--- config.mk ---
export PLATFORM = sky130hd
export DESIGN_NAME = sound_event_scheduler_flat
export DESIGN_NICKNAME = d
export VERILOG_FILES = /design/src/rtl/sound_event_scheduler_if.sv /design/src/rtl/sound_event_scheduler.sv /design/src/flat_wrapper.sv
export SDC_FILE = /design/constraint.sdc
export NUM_CORES = 1
export LEC_CHECK = 0
export ABC_CLOCK_PERIOD_IN_PS = 3000
export CAP_MARGIN = 30
export CORE_MARGIN = 5
export CORE_UTILIZATION = 56
export CTS_BUF_LIST = sky130_fd_sc_hd__clkbuf_4
export DETAILED_ROUTE_END_ITERATION = 6
export GPL_ROUTABILITY_DRIVEN = 1
export HOLD_SLACK_MARGIN = 0.02
export PLACE_DENSITY = 0.78
export SYNTH_ARGS = -nofsm -noshare
export SYNTH_HDL_FRONTEND = slang
export SYNTH_SLANG_ARGS = --single-unit
--- constraint.sdc ---
create_clock -name clk -period 3 [get_ports clk]
set_clock_uncertainty 0.05 [all_clocks]
set_input_delay 0.45 -clock clk [delete_from_list [all_inputs] [get_ports clk]]
set_output_delay 0.45 -clock clk [all_outputs]
set_load 0.01 [all_outputs]
--- src/rtl/sound_event_scheduler_if.sv ---
// ---------------------------------------------------------------------------
// sound_event_scheduler_if
// Bundles the event-request inputs and the tone-side outputs of the sound
// event scheduler.
//   master : game-logic side; drives enableSound and req, observes status
//   slave  : scheduler side; samples enableSound/req, drives the outputs
// Signals:
//   enableSound  global sound enable (level)
//   req          one-cycle event pulses, bit i = source i
//   enable_out   tone generator enable
//   tone         tone code (source index + 1, 0 = silence)
//   busy         scheduler has work in flight
//   queue_count  FIFO occupancy
//   dropped      one-cycle pulse when a request was coalesced or discarded
// ---------------------------------------------------------------------------
interface sound_event_scheduler_if #(
  parameter int NUM_SRC     = 8,
  parameter int QUEUE_DEPTH = 4
);
  logic                         enableSound;
  logic [NUM_SRC-1:0]           req;
  logic                         enable_out;
  logic [3:0]                   tone;
  logic                         busy;
  logic [$clog2(QUEUE_DEPTH):0] queue_count;
  logic                         dropped;

  modport master (
    output enableSound, req,
    input  enable_out, tone, busy, queue_count, dropped
  );

  modport slave (
    input  enableSound, req,
    output enable_out, tone, busy, queue_count, dropped
  );
endinterface

--- src/rtl/sound_event_scheduler.sv ---
// ---------------------------------------------------------------------------
// sound_event_scheduler
// Turns one-cycle game event pulses into a sequence of fixed-length tones
// separated by a fixed silent gap. Requests are latched in a pending vector
// (one bit per source, so repeats coalesce), moved one per cycle into a small
// FIFO in source-index order, and played by an IDLE/PLAY/GAP sequencer.
// Sources in PREEMPT_MASK bypass everything and start immediately.
// Ports:
//   clk     system clock
//   resetN  asynchronous active-low reset
//   bus     scheduler side (slave modport) of sound_event_scheduler_if
// ---------------------------------------------------------------------------
module sound_event_scheduler #(
  parameter int                 NUM_SRC      = 8,
  parameter int                 QUEUE_DEPTH  = 4,
  parameter int                 TONE_CYCLES  = 25_000_000,
  parameter int                 GAP_CYCLES   = 2_500_000,
  parameter logic [NUM_SRC-1:0] PREEMPT_MASK = NUM_SRC'(4)
) (
  input  logic                  clk,
  input  logic                  resetN,
  sound_event_scheduler_if.slave bus
);

  localparam int PW   = $clog2(QUEUE_DEPTH);
  localparam int CW   = $clog2(QUEUE_DEPTH) + 1;
  localparam int TMAX = (TONE_CYCLES > GAP_CYCLES) ? TONE_CYCLES : GAP_CYCLES;
  // The timer only ever holds a load value, i.e. at most TMAX-1.
  localparam int TW   = (TMAX > 1) ? $clog2(TMAX) : 1;

  localparam logic [TW-1:0] TONE_LOAD  = TW'(TONE_CYCLES - 1);
  localparam logic [TW-1:0] GAP_LOAD   = (GAP_CYCLES > 0) ? TW'(GAP_CYCLES - 1) : '0;
  localparam logic [CW-1:0] FULL_COUNT = CW'(QUEUE_DEPTH);

  typedef enum logic [1:0] {S_IDLE, S_PLAY, S_GAP} state_t;

  state_t             state_q, state_d;
  logic [NUM_SRC-1:0] pending_q, pending_d;
  logic [PW-1:0]      wr_ptr_q, wr_ptr_d, rd_ptr_q, rd_ptr_d;
  logic [CW-1:0]      count_q, count_d;
  logic [TW-1:0]      timer_q, timer_d;
  logic [3:0]         tone_q, tone_d;
  logic               enable_q, enable_d;
  logic               dropped_q, dropped_d;

  logic [3:0]         fifo_mem [QUEUE_DEPTH];

  logic [NUM_SRC-1:0] normal_req, preempt_req, pend_lowest, preempt_lowest, push_onehot;
  logic [3:0]         pend_terms [NUM_SRC];
  logic [3:0]         preempt_terms [NUM_SRC];
  logic [3:0]         pend_code, preempt_code, fifo_head;
  logic               push, pop, fifo_full, fifo_empty;

  assign normal_req  = bus.req & ~PREEMPT_MASK;
  assign preempt_req = bus.req & PREEMPT_MASK;

  // v & -v isolates the lowest set bit: fixed priority by source index.
  assign pend_lowest    = pending_q & (~pending_q + NUM_SRC'(1));
  assign preempt_lowest = preempt_req & (~preempt_req + NUM_SRC'(1));

  // One-hot to tone code (index + 1); the inputs are one-hot so OR is exact.
  for (genvar gi = 0; gi < NUM_SRC; gi++) begin : g_enc
    assign pend_terms[gi]    = pend_lowest[gi]    ? 4'(gi + 1) : 4'd0;
    assign preempt_terms[gi] = preempt_lowest[gi] ? 4'(gi + 1) : 4'd0;
  end

  always_comb begin
    pend_code    = '0;
    preempt_code = '0;
    for (int i = 0; i < NUM_SRC; i++) begin
      pend_code    = pend_code | pend_terms[i];
      preempt_code = preempt_code | preempt_terms[i];
    end
  end

  assign fifo_head  = fifo_mem[rd_ptr_q];
  assign fifo_empty = (count_q == '0);
  assign fifo_full  = (count_q == FULL_COUNT);

  always_comb begin
    state_d     = state_q;
    pending_d   = pending_q;
    wr_ptr_d    = wr_ptr_q;
    rd_ptr_d    = rd_ptr_q;
    count_d     = count_q;
    timer_d     = timer_q;
    tone_d      = tone_q;
    enable_d    = enable_q;
    dropped_d   = 1'b0;
    push        = 1'b0;
    pop         = 1'b0;
    push_onehot = '0;

    if (!bus.enableSound) begin
      // Muted: drop everything, requests are not even looked at.
      state_d   = S_IDLE;
      pending_d = '0;
      wr_ptr_d  = '0;
      rd_ptr_d  = '0;
      count_d   = '0;
      timer_d   = '0;
      tone_d    = '0;
      enable_d  = 1'b0;
    end else if (|preempt_req) begin
      // Preempt wins in any state; losers and same-cycle normal requests
      // are discarded and reported.
      state_d   = S_PLAY;
      pending_d = '0;
      wr_ptr_d  = '0;
      rd_ptr_d  = '0;
      count_d   = '0;
      timer_d   = TONE_LOAD;
      tone_d    = preempt_code;
      enable_d  = 1'b1;
      dropped_d = (|(preempt_req & ~preempt_lowest)) | (|normal_req);
    end else begin
      push        = (|pending_q) && !fifo_full;
      push_onehot = push ? pend_lowest : '0;
      pending_d   = (pending_q & ~push_onehot) | normal_req;
      // A request only coalesces if its bit is still pending after this edge.
      dropped_d   = |(normal_req & pending_q & ~push_onehot);

      case (state_q)
        S_IDLE: begin
          if (!fifo_empty) begin
            pop      = 1'b1;
            tone_d   = fifo_head;
            enable_d = 1'b1;
            timer_d  = TONE_LOAD;
            state_d  = S_PLAY;
          end
        end
        S_PLAY: begin
          if (timer_q == '0) begin
            if (GAP_CYCLES > 0) begin
              enable_d = 1'b0;
              tone_d   = '0;
              timer_d  = GAP_LOAD;
              state_d  = S_GAP;
            end else if (!fifo_empty) begin
              // No gap configured: chain straight into the next tone.
              pop     = 1'b1;
              tone_d  = fifo_head;
              timer_d = TONE_LOAD;
            end else begin
              enable_d = 1'b0;
              tone_d   = '0;
              state_d  = S_IDLE;
            end
          end else begin
            timer_d = timer_q - TW'(1);
          end
        end
        S_GAP: begin
          if (timer_q == '0) begin
            if (!fifo_empty) begin
              pop      = 1'b1;
              tone_d   = fifo_head;
              enable_d = 1'b1;
              timer_d  = TONE_LOAD;
              state_d  = S_PLAY;
            end else begin
              state_d = S_IDLE;
            end
          end else begin
            timer_d = timer_q - TW'(1);
          end
        end
        default: state_d = S_IDLE;
      endcase

      if (push) wr_ptr_d = wr_ptr_q + PW'(1);
      if (pop)  rd_ptr_d = rd_ptr_q + PW'(1);
      count_d = count_q + CW'(push) - CW'(pop);
    end
  end

  always_ff @(posedge clk or negedge resetN) begin
    if (!resetN) begin
      state_q   <= S_IDLE;
      pending_q <= '0;
      wr_ptr_q  <= '0;
      rd_ptr_q  <= '0;
      count_q   <= '0;
      timer_q   <= '0;
      tone_q    <= '0;
      enable_q  <= 1'b0;
      dropped_q <= 1'b0;
    end else begin
      state_q   <= state_d;
      pending_q <= pending_d;
      wr_ptr_q  <= wr_ptr_d;
      rd_ptr_q  <= rd_ptr_d;
      count_q   <= count_d;
      timer_q   <= timer_d;
      tone_q    <= tone_d;
      enable_q  <= enable_d;
      dropped_q <= dropped_d;
    end
  end

  // Storage needs no reset: occupancy and pointers define what is valid.
  always_ff @(posedge clk) begin
    if (push) fifo_mem[wr_ptr_q] <= pend_code;
  end

  assign bus.enable_out  = enable_q;
  assign bus.tone        = tone_q;
  assign bus.busy        = (state_q != S_IDLE) || (count_q != '0) || (|pending_q);
  assign bus.queue_count = count_q;
  assign bus.dropped     = dropped_q;

endmodule

--- src/flat_wrapper.sv ---
// flat-port wrapper written by rule: the top's interface ports become plain ports
module sound_event_scheduler_flat 
#(
  parameter int                 NUM_SRC      = 8,
  parameter int                 QUEUE_DEPTH  = 4,
  parameter int                 TONE_CYCLES  = 25_000_000,
  parameter int                 GAP_CYCLES   = 2_500_000,
  parameter logic [NUM_SRC-1:0] PREEMPT_MASK = NUM_SRC'(4)
)
  (clk, resetN, bus_enableSound, bus_req, bus_enable_out, bus_tone, bus_busy, bus_queue_count, bus_dropped);
  sound_event_scheduler_if #(.NUM_SRC(NUM_SRC), .QUEUE_DEPTH(QUEUE_DEPTH)) bus_i ();
  input  logic clk;
  input  logic resetN;
  input wire logic [$bits(bus_i.enableSound)-1:0] bus_enableSound;
  input wire logic [$bits(bus_i.req)-1:0] bus_req;
  output wire logic [$bits(bus_i.enable_out)-1:0] bus_enable_out;
  output wire logic [$bits(bus_i.tone)-1:0] bus_tone;
  output wire logic [$bits(bus_i.busy)-1:0] bus_busy;
  output wire logic [$bits(bus_i.queue_count)-1:0] bus_queue_count;
  output wire logic [$bits(bus_i.dropped)-1:0] bus_dropped;
  assign bus_i.enableSound = bus_enableSound;
  assign bus_i.req = bus_req;
  assign bus_enable_out = bus_i.enable_out;
  assign bus_tone = bus_i.tone;
  assign bus_busy = bus_i.busy;
  assign bus_queue_count = bus_i.queue_count;
  assign bus_dropped = bus_i.dropped;
  sound_event_scheduler #(.NUM_SRC(NUM_SRC), .QUEUE_DEPTH(QUEUE_DEPTH), .TONE_CYCLES(TONE_CYCLES), .GAP_CYCLES(GAP_CYCLES), .PREEMPT_MASK(PREEMPT_MASK)) u_core (.clk(clk), .resetN(resetN), .bus(bus_i));
endmodule
# Word-level counts from Yosys, hierarchy flattened

Memory sizes are Yosys's and may differ from the RTL's.
Cells that the tools add are included.
Widths: inputs -> output; s select.

Flip-flop bits (word level): 48
Memory bits (writable): 16
Output and inout port bits: 10
Memories: 1
Bits of input ports: 11

Add/subtract/negate cells: 7
Eq/ne operators: 9
Mux-type cells: 63
Reduce and logical (&&, ||, !) cells: 15
Bitwise gates (word level): 26

Memories:

| name            | depth | bits a word | read ports | clocked after memory_dff | write ports | RTL line                    | RTL |
|---|---|---|---|---|---|---|---|
| u_core.fifo_mem | 4     | 4           | 1          | 0                        | 1           | sound_event_scheduler.sv:46 | `logic [3:0] fifo_mem [QUEUE_DEPTH];` |

Operators by type and width:

| cell                  | number |
|---|---|
| $mux 25               | 5 |
| $pmux 25 s3           | 1 |
| $or 4x4->4            | 14 |
| $and 8x8->8           | 4 |
| $mux 2                | 15 |
| $mux 3                | 10 |
| $mux 4                | 7 |
| $logic_not 25->1      | 1 |
| $sub 25x1->25 const B | 1 |
| $mux 8                | 3 |
| $not 8->8             | 3 |
| $reduce_or 8->1       | 3 |
| $mux 1                | 18 |
| $add 8x1->8 const B   | 2 |
| $and 3x8->8           | 2 |
| $pmux 4 s3            | 1 |
| $ne 4x3->1 const B    | 2 |
| $not 3->8             | 1 |
| $or 8x8->8            | 1 |
| $reduce_or 7->1       | 1 |
| $ne 3x1->1 const B    | 2 |
| $pmux 2 s3            | 1 |
| $reduce_and 3->1      | 2 |
| $ne 5x1->1 const B    | 1 |
| 17 further kinds      | 19 |

# Depth between registers and ports, before layout

Gate-level depths: netlist (run 1).

Depth in word-level cells: 13
Mapped depth: 14

# Worst setup path before layout (run 1)

No wires, ideal clock.

Path type: reg-to-reg
Start: register u_core.timer_q[15]
End: register u_core.count_q[2] (netlist: u_core.bus.queue_count[2])
Setup time: 0.132 ns
Setup slack: -0.113 ns
Arrival time: 2.931 ns
Cell stages (with the launch flop): 14
Data required time: 2.818 ns
Clock period less this slack: 3.113 ns
Path buffers: 1
Path through: dfrtp_1 -> buf_6 -> or4_1 -> or3_4 -> nor3_2 -> o21a_1 -> ha_1 -> inv_1 -> ha_1 -> inv_1 -> fa_1 -> xor2_1 -> xnor2_1 -> nor2_1

Cells in the longest elaborated chain, start to end: 8

Ends and longest elaborated chain:

| element                     | RTL line                                                   | RTL |
|---|---|---|
| start, declared             | sound_event_scheduler.sv:41                                | `logic [TW-1:0] timer_q, timer_d;` |
| start signal, assigned      | sound_event_scheduler.sv:195                               | `timer_q <= timer_d;` |
| $logic_not 25->1            | sound_event_scheduler.sv:134, sound_event_scheduler.sv:155 |  |
| $mux 1                      | sound_event_scheduler.sv:155                               | `if (timer_q == '0) begin` |
| $pmux 1 s2                  | sound_event_scheduler.sv:123                               | `case (state_q)` |
| $mux 1                      | sound_event_scheduler.sv:104                               | `end else if (\|preempt_req) begin` |
| $mux 1                      | sound_event_scheduler.sv:94                                | `if (!bus.enableSound) begin` |
| $sub 3x1->3                 | sound_event_scheduler.sv:174                               | `count_d = count_q + CW'(push) - CW'(pop);` |
| $mux 3                      | sound_event_scheduler.sv:104                               |  |
| $mux 3                      | sound_event_scheduler.sv:94                                |  |
| named net u_core.count_d[2] | sound_event_scheduler.sv:40                                | `logic [CW-1:0] count_q, count_d;` |
| end signal, assigned        | sound_event_scheduler.sv:194                               | `count_q <= count_d;` |
| end, declared               | sound_event_scheduler.sv:40                                |  |

The timed path passes the listed nets, and every way through them passes these cells. The select of a mux whose other input is x is not followed.
A chain may end at the register's enable or synchronous reset.

# Final worst setup path (run 1)

Ends and elaborated chain as after synthesis.

==> results by group, run 1 <==
Run status
  • Status: finished with violations
  • Failing checks: DRC

Setup path
  • Crit path max-delay cell type: or4_4
  • CP delay by family, top: simple AND/OR/NAND/NOR gates
  • CP arrival: between 3 and 4 ns
  • Max incr delay on CP: 0.53 ns
  • Max FO, Critical Path: 2
  • Crit-path cells: or4_4 -> or3_4 -> nor3_4 -> o21a_1 -> ha_1 -> inv_1 -> ha_1 -> inv_2 -> fa_2 -> xor2_1 -> xnor2_1 -> nor2_1
  • Setup CP Type: flop to flop
  • Cells on worst reg2reg path: 12
  • Reg2reg setup slack: around 0.09 ns
  • Worst Path Buf+Inv: 2
  • CP Depth: 12
  • Required time of the critical path: around 3.3 ns
  • CP startpoint kind: flop
  • CP endpoint kind: flop
  • CP dominant cell by count: ha_1

Routing
  • Vias per inst: 6.57
  • Detailed Routing Iterations Pass 1: 7
  • Final WL: about 11,000 µm
  • First DRT Iteration DRCs: ~440
  • Wire per inst: 19.4 µm
  • Via count: 3,786
  • # DRC: 1
  • Post-route ant nets: 0

Yosys
  • Avg Cell Area, Syn: slightly above 9 µm²
  • EDFF count, synth: 16
  • Synth top area share: 0.305
  • Mapped Nets: 451
  • Mapped Cells: ~430
  • Fraction of registers with async set/reset: 0.750
  • Seq cells post-synth: 64
  • Leading area contributor after synthesis: dfrtp_1
  • Synth area leaders: dfrtp_1 (31%), edfxtp_1 (12%), a21oi_1 (5.7%)
  • Register area share after synthesis: 0.427
  • Synth warnings: 0
  • Count leader, synth: nor2_1
  • Post-synth top flop: dfrtp_1
  • Top cells by count, synth: nor2_1 (50), dfrtp_1 (48), a21oi_1 (45)
  • Cell area after synthesis: a little under 4000 µm²
  • Netlist cell types: 64

Power
  • VDD IR-drop max: slightly below 400 µV
  • Final Power: between 3 and 4 mW
  • Power Dens Cells: 794 nW/µm²
  • Leak Pwr: 1.93 nW

Floorplanning
  • Die area: 8800 µm²
  • Starting Density: 0.576
  • Height of the chip: 93.8 µm
  • Cell Rows: 30
  • I/O pin cnt: 21
  • Die width: between 90 and 100 µm
  • Core Area: about 6800 µm²

Layout
  • N_diodes: 0
  • Nets: roughly 500
  • Cell area after layout: ~4600 µm²
  • Multi-input gate area: between 2000 and 2500 µm²
  • Layout cells sized above 1: 0.150
  • Fill count: between 500 and 600
  • Synth-to-Final Area Change: 17.8%
  • Reg area: between 1500 and 2000 µm²

Timing
  • Hold Worst Slack: between 0.4 and 0.5 ns
  • Final Max Slew Viols: 0
  • RSZ-0062 raised after global routing: true
  • # setup viols final: 0
  • Total Neg Setup Slack: 0 ns
  • Worst slew pin tran: ~0.69 ns
  • Final Cycle Share: 0.969
  • Max-slew headroom: 0.538
  • Peak Freq: between 300 and 400 MHz
  • Minimum clock period: between 2 and 3 ns
  • Final hold viol count: 0

GRT
  • Tot GR Track Use: 0.267
  • Vias in the first global route: ~3.6k
  • Initial antenna violation count: 0
  • Total global routing overflow: 0
  • First-pass GRT wire length: 18,200 µm
  • Largest net degree at the start of global routing: 26

Hold path
  • Worst Hold Class: flop to flop
  • Hold Path Stages: 2

Clock tree
  • Clk sink count: 64
  • Later-pin clock latency in the skew report: roughly 0.42 ns
  • Clk buf depth: 2
  • CTS tree: done
  • TritonCTS Buffers: 9
  • Clock root buffer master: clkbuf_4
  • Clock-pin transition on the worst setup and hold timing paths: about 0.11 ns
  • Post-CTS Setup Bufs: 0
  • Htree depth: 3

Placement
  • DP Wirelength: slightly above 8000 µm
  • Post-DP Area: approximately 4500 µm²
  • Routability congestion estimate: between 0.9 and 1
  • PortBufs: 20

Run
  • Max-cap violation count: 0
[power by group]
group          total [mW]  leakage (nW)  switching [mW]  internal, mW
clock network       0.675        0.0840           0.331         0.345
registers            1.21         0.778           0.180          1.03
logic                1.80          1.06            1.05         0.751
[registers in the layout, summed over array words and instances (netlist names)]
signal,cells
u_core.bus.tone,4
u_core.fifo_mem,16
u_core.wr_ptr_q,2
u_core.state_q,2
u_core.bus.queue_count,3
u_core.rd_ptr_q,2
u_core.bus.dropped,1
u_core.pending_q,8
u_core.timer_q,25
u_core.bus.enable_out,1
[worst paths after layout]
kind	start	end
setup / recovery	u_core.timer_q[15]$_DFFE_PN0P_	u_core.bus.queue_count[2]$_DFF_PN0_
max in group asynchronous	resetN	u_core.timer_q[22]$_DFFE_PN0P_
hold / removal	u_core.bus.tone[3]$_DFFE_PN0P_	u_core.bus.tone[3]$_DFFE_PN0P_
hold reg to reg	u_core.bus.tone[3]$_DFFE_PN0P_	u_core.bus.tone[3]$_DFFE_PN0P_
min in group asynchronous	resetN	u_core.timer_q[12]$_DFFE_PN0P_
setup reg to reg	u_core.timer_q[15]$_DFFE_PN0P_	u_core.bus.queue_count[2]$_DFF_PN0_
[through the flow]
| stage | util | setup WS (ns) | instances |
|---|---|---|---|
| floorplan | - | -0.0135 | 427 |
| global placement | 0.649 | 0.0849 | 558 |
| detailed placement | 0.652 | 0.0587 | 559 |
| CTS | 0.677 | 0.0471 | 576 |
| global route | 0.678 | -0.0396 | 576 |
| finish | 0.678 | 0.0915 | 576 |
[cells in the final DEF, fill, tap and decap left out, types with 4 or more instances in the layout]
cell type	count
dfrtp_1	48
clkdlybuf4s50_1	19
nor2_1	50
nand2b_1	7
o211ai_1	5
o21ai_0	23
mux4_2	4
nand4_1	6
o21ai_1	15
edfxtp_1	16
nand3_1	7
and3_1	9
or4_1	4
nor4_1	8
inv_1	18
a21oi_1	45
nor3_1	19
mux2i_1	5
buf_4	33
a31oi_1	4
clkbuf_4	10
ha_1	12
or3_1	8
nand2_1	30
[kinds of logic after synthesis]
family | Yosys count | synth area share
simple gates | 164 | 0.222
mux | 12 | 0.0442
buf+inv | 37 | 0.0388
flops | 64 | 0.427
fa+ha+maj | 13 | 0.0432
xor+xnor | 5 | 0.0111
compound gates | 132 | 0.213
[worst register-to-register path, cell delays in order (launching register included)]
cell,delay [ns]
dfrtp_1,0.39
or4_4,0.53
or3_4,0.36
nor3_4,0.14
o21a_1,0.16
ha_1,0.23
inv_1,0.05
ha_1,0.14
inv_2,0.04
fa_2,0.32
xor2_1,0.15
xnor2_1,0.16
nor2_1,0.06
[layout make-up]
cell class                 instances  area share
inverter                          19      0.0154
clock inverter                     6      0.0184
multi-input combinational        326       0.459
timing repair buffer              55       0.102
sequential                        64       0.363
clock buffer                      10      0.0162
tap                               96      0.0259
[repair_timing]
item | 4_1_cts | 5_1_grt
hold buffers | 1 | 0
setup endpoints to repair | 0 | 2
gates resized for setup | 0 | 4
hold endpoints to repair | 24 | 0
[routing by layer]
layer,vias to the layer above,wire length (µm),global-route usage
met3,41,1200,0.0569
met5,-,0,0
met2,225,5180,0.425
met4,0,325,0.106
li1,1695,-,-
met1,1825,4490,0.354
(Power assumes the default switching activity.)
==> run 2, diff against run 1 <==
- GPL_TIMING_DRIVEN: default -> 0
==> results by group, run 2 (synthesis gave the netlist of run 1 again) <==
Routing
  • Post-route ant nets: 0
  • Wire per inst: about 20 µm
  • Via count: 3,706
  • First DRT Iteration DRCs: ~480
  • Detailed Routing Iterations Pass 1: 6
  • Final WL: about 11,000 µm
  • Vias per inst: between 6 and 7
  • # DRC: 0

Layout
  • Reg area: between 1500 and 2000 µm²
  • Synth-to-Final Area Change: 15.8%
  • Most common cell after layout, fill and taps aside: nor2_1
  • Fill count: between 500 and 600
  • Layout cells sized above 1: 0.126
  • Nets: ~500
  • Most frequent cells in the layout: nor2_1 (49), a21oi_1 (45), dfrtp_1 (45)
  • Final Non-Filler Cells: between 500 and 600
  • N_diodes: 0
  • Most flops, register: u_core.timer_q
  • Multi-input gate area: 2150 µm²
  • Regs by FF count: u_core.timer_q: 25 flops, u_core.fifo_mem: 16 flops, u_core.pending_q: 8 flops
  • Largest register FFs: 25

Setup path
  • Required time of the critical path: between 3 and 4 ns
  • R2R Path Start: u_core.timer_q[18]$_DFFE_PN0P_
  • Max FO, Critical Path: 2
  • Cells on worst reg2reg path: 12
  • CP endpoint kind: flop
  • CP startpoint kind: flop
  • CP arrival: approximately 3.3 ns
  • Reg2reg end: u_core.bus.queue_count[2]$_DFF_PN0_
  • Setup CP Type: flop to flop
  • Reg2reg setup slack: -0.04 ns

Timing
  • Worst slew pin tran: about 0.73 ns
  • Final hold viol count: 0
  • Final Cycle Share: 1.01
  • Minimum clock period: between 3 and 4 ns
  • RSZ-0062 raised after global routing: true
  • Peak Freq: between 300 and 400 MHz
  • Max-slew headroom: 0.510
  • PnR worst setup slack: -0.0375 ns
  • # setup viols final: 1
  • Final Max Slew Viols: 0
  • Total Neg Setup Slack: -0.0375 ns

Clock tree
  • Clock-pin transition on the worst setup and hold timing paths: between 0.1 and 0.15 ns
  • Clk sink count: between 60 and 70
  • Later-pin clock latency in the skew report: 0.43 ns
  • Htree depth: 3
  • TritonCTS Buffers: 9
  • Clock root buffer master: clkbuf_4
  • CTS tree: done
  • Clk buf depth: 2

Floorplanning
  • Core Area: roughly 6800 µm²
  • Cell Rows: 30
  • Starting Density: 0.576
  • Die area: 8800 µm²
  • I/O pin cnt: 21
  • Die width: approximately 94 µm
  • Height of the chip: roughly 94 µm

Power
  • NetSw: about 1.6 mW
  • Internal power: between 1.5 and 2 mW
  • VDD IR-drop max: between 400 and 500 µV
  • Power Dens Cells: between 700 and 800 nW/µm²
  • Reg power frac: 0.334
  • Final Power: 3.60 mW
  • Net Sw Frac: 0.447
  • Leak Pwr: 1.84 nW
  • Clk pwr share: 0.168
  • Logic pwr share: 0.498

GRT
  • Vias in the first global route: 3,510
  • Total global routing overflow: 0
  • First-pass GRT wire length: about 18,000 µm
  • Initial antenna violation count: 0
  • Tot GR Track Use: 0.266
  • Largest net degree at the start of global routing: 26

Placement
  • PortBufs: 19
  • Dpl cells: 544
  • DP Wirelength: 7860 µm
  • Routability congestion estimate: 0.994

Hold path
  • Worst Hold Class: flop to flop
  • Worst hold path endpoint: u_core.bus.tone[0]$_DFFE_PN0P_
  • Startpoint of the worst hold path: u_core.bus.tone[0]$_DFFE_PN0P_
  • Hold Path Stages: 2

Run status
  • Status: finished with violations
  • Failing checks: setup timing

Run
  • Max-cap violation count: 0
## run 2: cell types whose count changed in the layout (fill, tap and decap cells not counted), moves of 3 or more
cell / change
dfrtp_2: +3
buf_2: +3
buf_4: -20
clkbuf_1: +12
dfrtp_1: -3
## run 2: worst max-delay path, cell delays in order (launching register included)
cell     delay [ns]
dfrtp_1        0.41
or4_4          0.56
or3_4          0.37
nor3_4         0.22
o21a_1         0.15
ha_1           0.22
inv_1          0.06
ha_1           0.13
inv_1          0.05
fa_2           0.33
xor2_1         0.17
xnor2_1        0.14
nor2_1         0.06
## run 2: power by group through the flow
stage	registers, mW	clock network, mW	logic [mW]
floorplan	1.20	0	1.13
global placement	1.22	0	1.58
detailed placement	1.22	0	1.62
CTS	1.20	0.603	1.69
global route	1.22	0.657	1.92
finish	1.20	0.605	1.79
## run 2: final cells by class
| cell class | instances | share of cell area |
|---|---|---|
| multi-input cells | 326 | 0.473 |
| flip-flops and latches | 64 | 0.370 |
| repair buffers | 34 | 0.0681 |
| well taps | 96 | 0.0264 |
| plain buffers | 17 | 0.0170 |
| clock inverters | 7 | 0.0157 |
| inverters | 19 | 0.0157 |
| clock buffers | 9 | 0.0148 |
## run 2: worst max-delay path by stage
stage / from / to / cells past startpoint
floorplan: u_core.timer_q[0]$_DFFE_PN0P_ / u_core.bus.queue_count[2]$_DFF_PN0_ / 14
global placement: u_core.timer_q[0]$_DFFE_PN0P_ / u_core.bus.queue_count[2]$_DFF_PN0_ / 14
finish: u_core.timer_q[18]$_DFFE_PN0P_ / u_core.bus.queue_count[2]$_DFF_PN0_ / 12
global route: u_core.timer_q[15]$_DFFE_PN0P_ / u_core.bus.queue_count[2]$_DFF_PN0_ / 13
detailed placement: u_core.timer_q[0]$_DFFE_PN0P_ / u_core.bus.queue_count[2]$_DFF_PN0_ / 14
CTS: u_core.timer_q[16]$_DFFE_PN0P_ / u_core.bus.queue_count[2]$_DFF_PN0_ / 12
## run 2: timing repair
action	in CTS	in global routing
hold buffers	1	0
pin swaps	5	5
resized for setup	6	5
buffers inserted	7	5
endpoints found under the setup margin	4	5
endpoints found under the hold margin	23	0
## run 2: metrics by stage
step	area [µm²]	hold slack (ns)	util	setup slack (ns)
2_1_floorplan	3950	0.104	-	-0.0135
3_3_place_gp	4260	0.414	0.624	-0.529
3_5_place_dp	4280	0.417	0.627	-0.546
4_1_cts	4500	0.443	0.658	-0.0542
5_1_grt	4560	0.485	0.667	-0.105
6_report	4560	0.440	0.667	-0.0375
## run 2: per-layer routing
layer / part of all wire / vias to the layer above / GRT usage
li1: - / 1684 / -
met1: 0.42 / 1763 / 0.362
met2: 0.45 / 219 / 0.402
met3: 0.098 / 40 / 0.0649
met4: 0.031 / 0 / 0.122
met5: 0 / - / 0
==> run 3, diff against run 2 <==
- GPL_TIMING_DRIVEN: 0 -> default
==> results of run 3 <==
Final layout, timing and power as in run 1 (identical DEF).
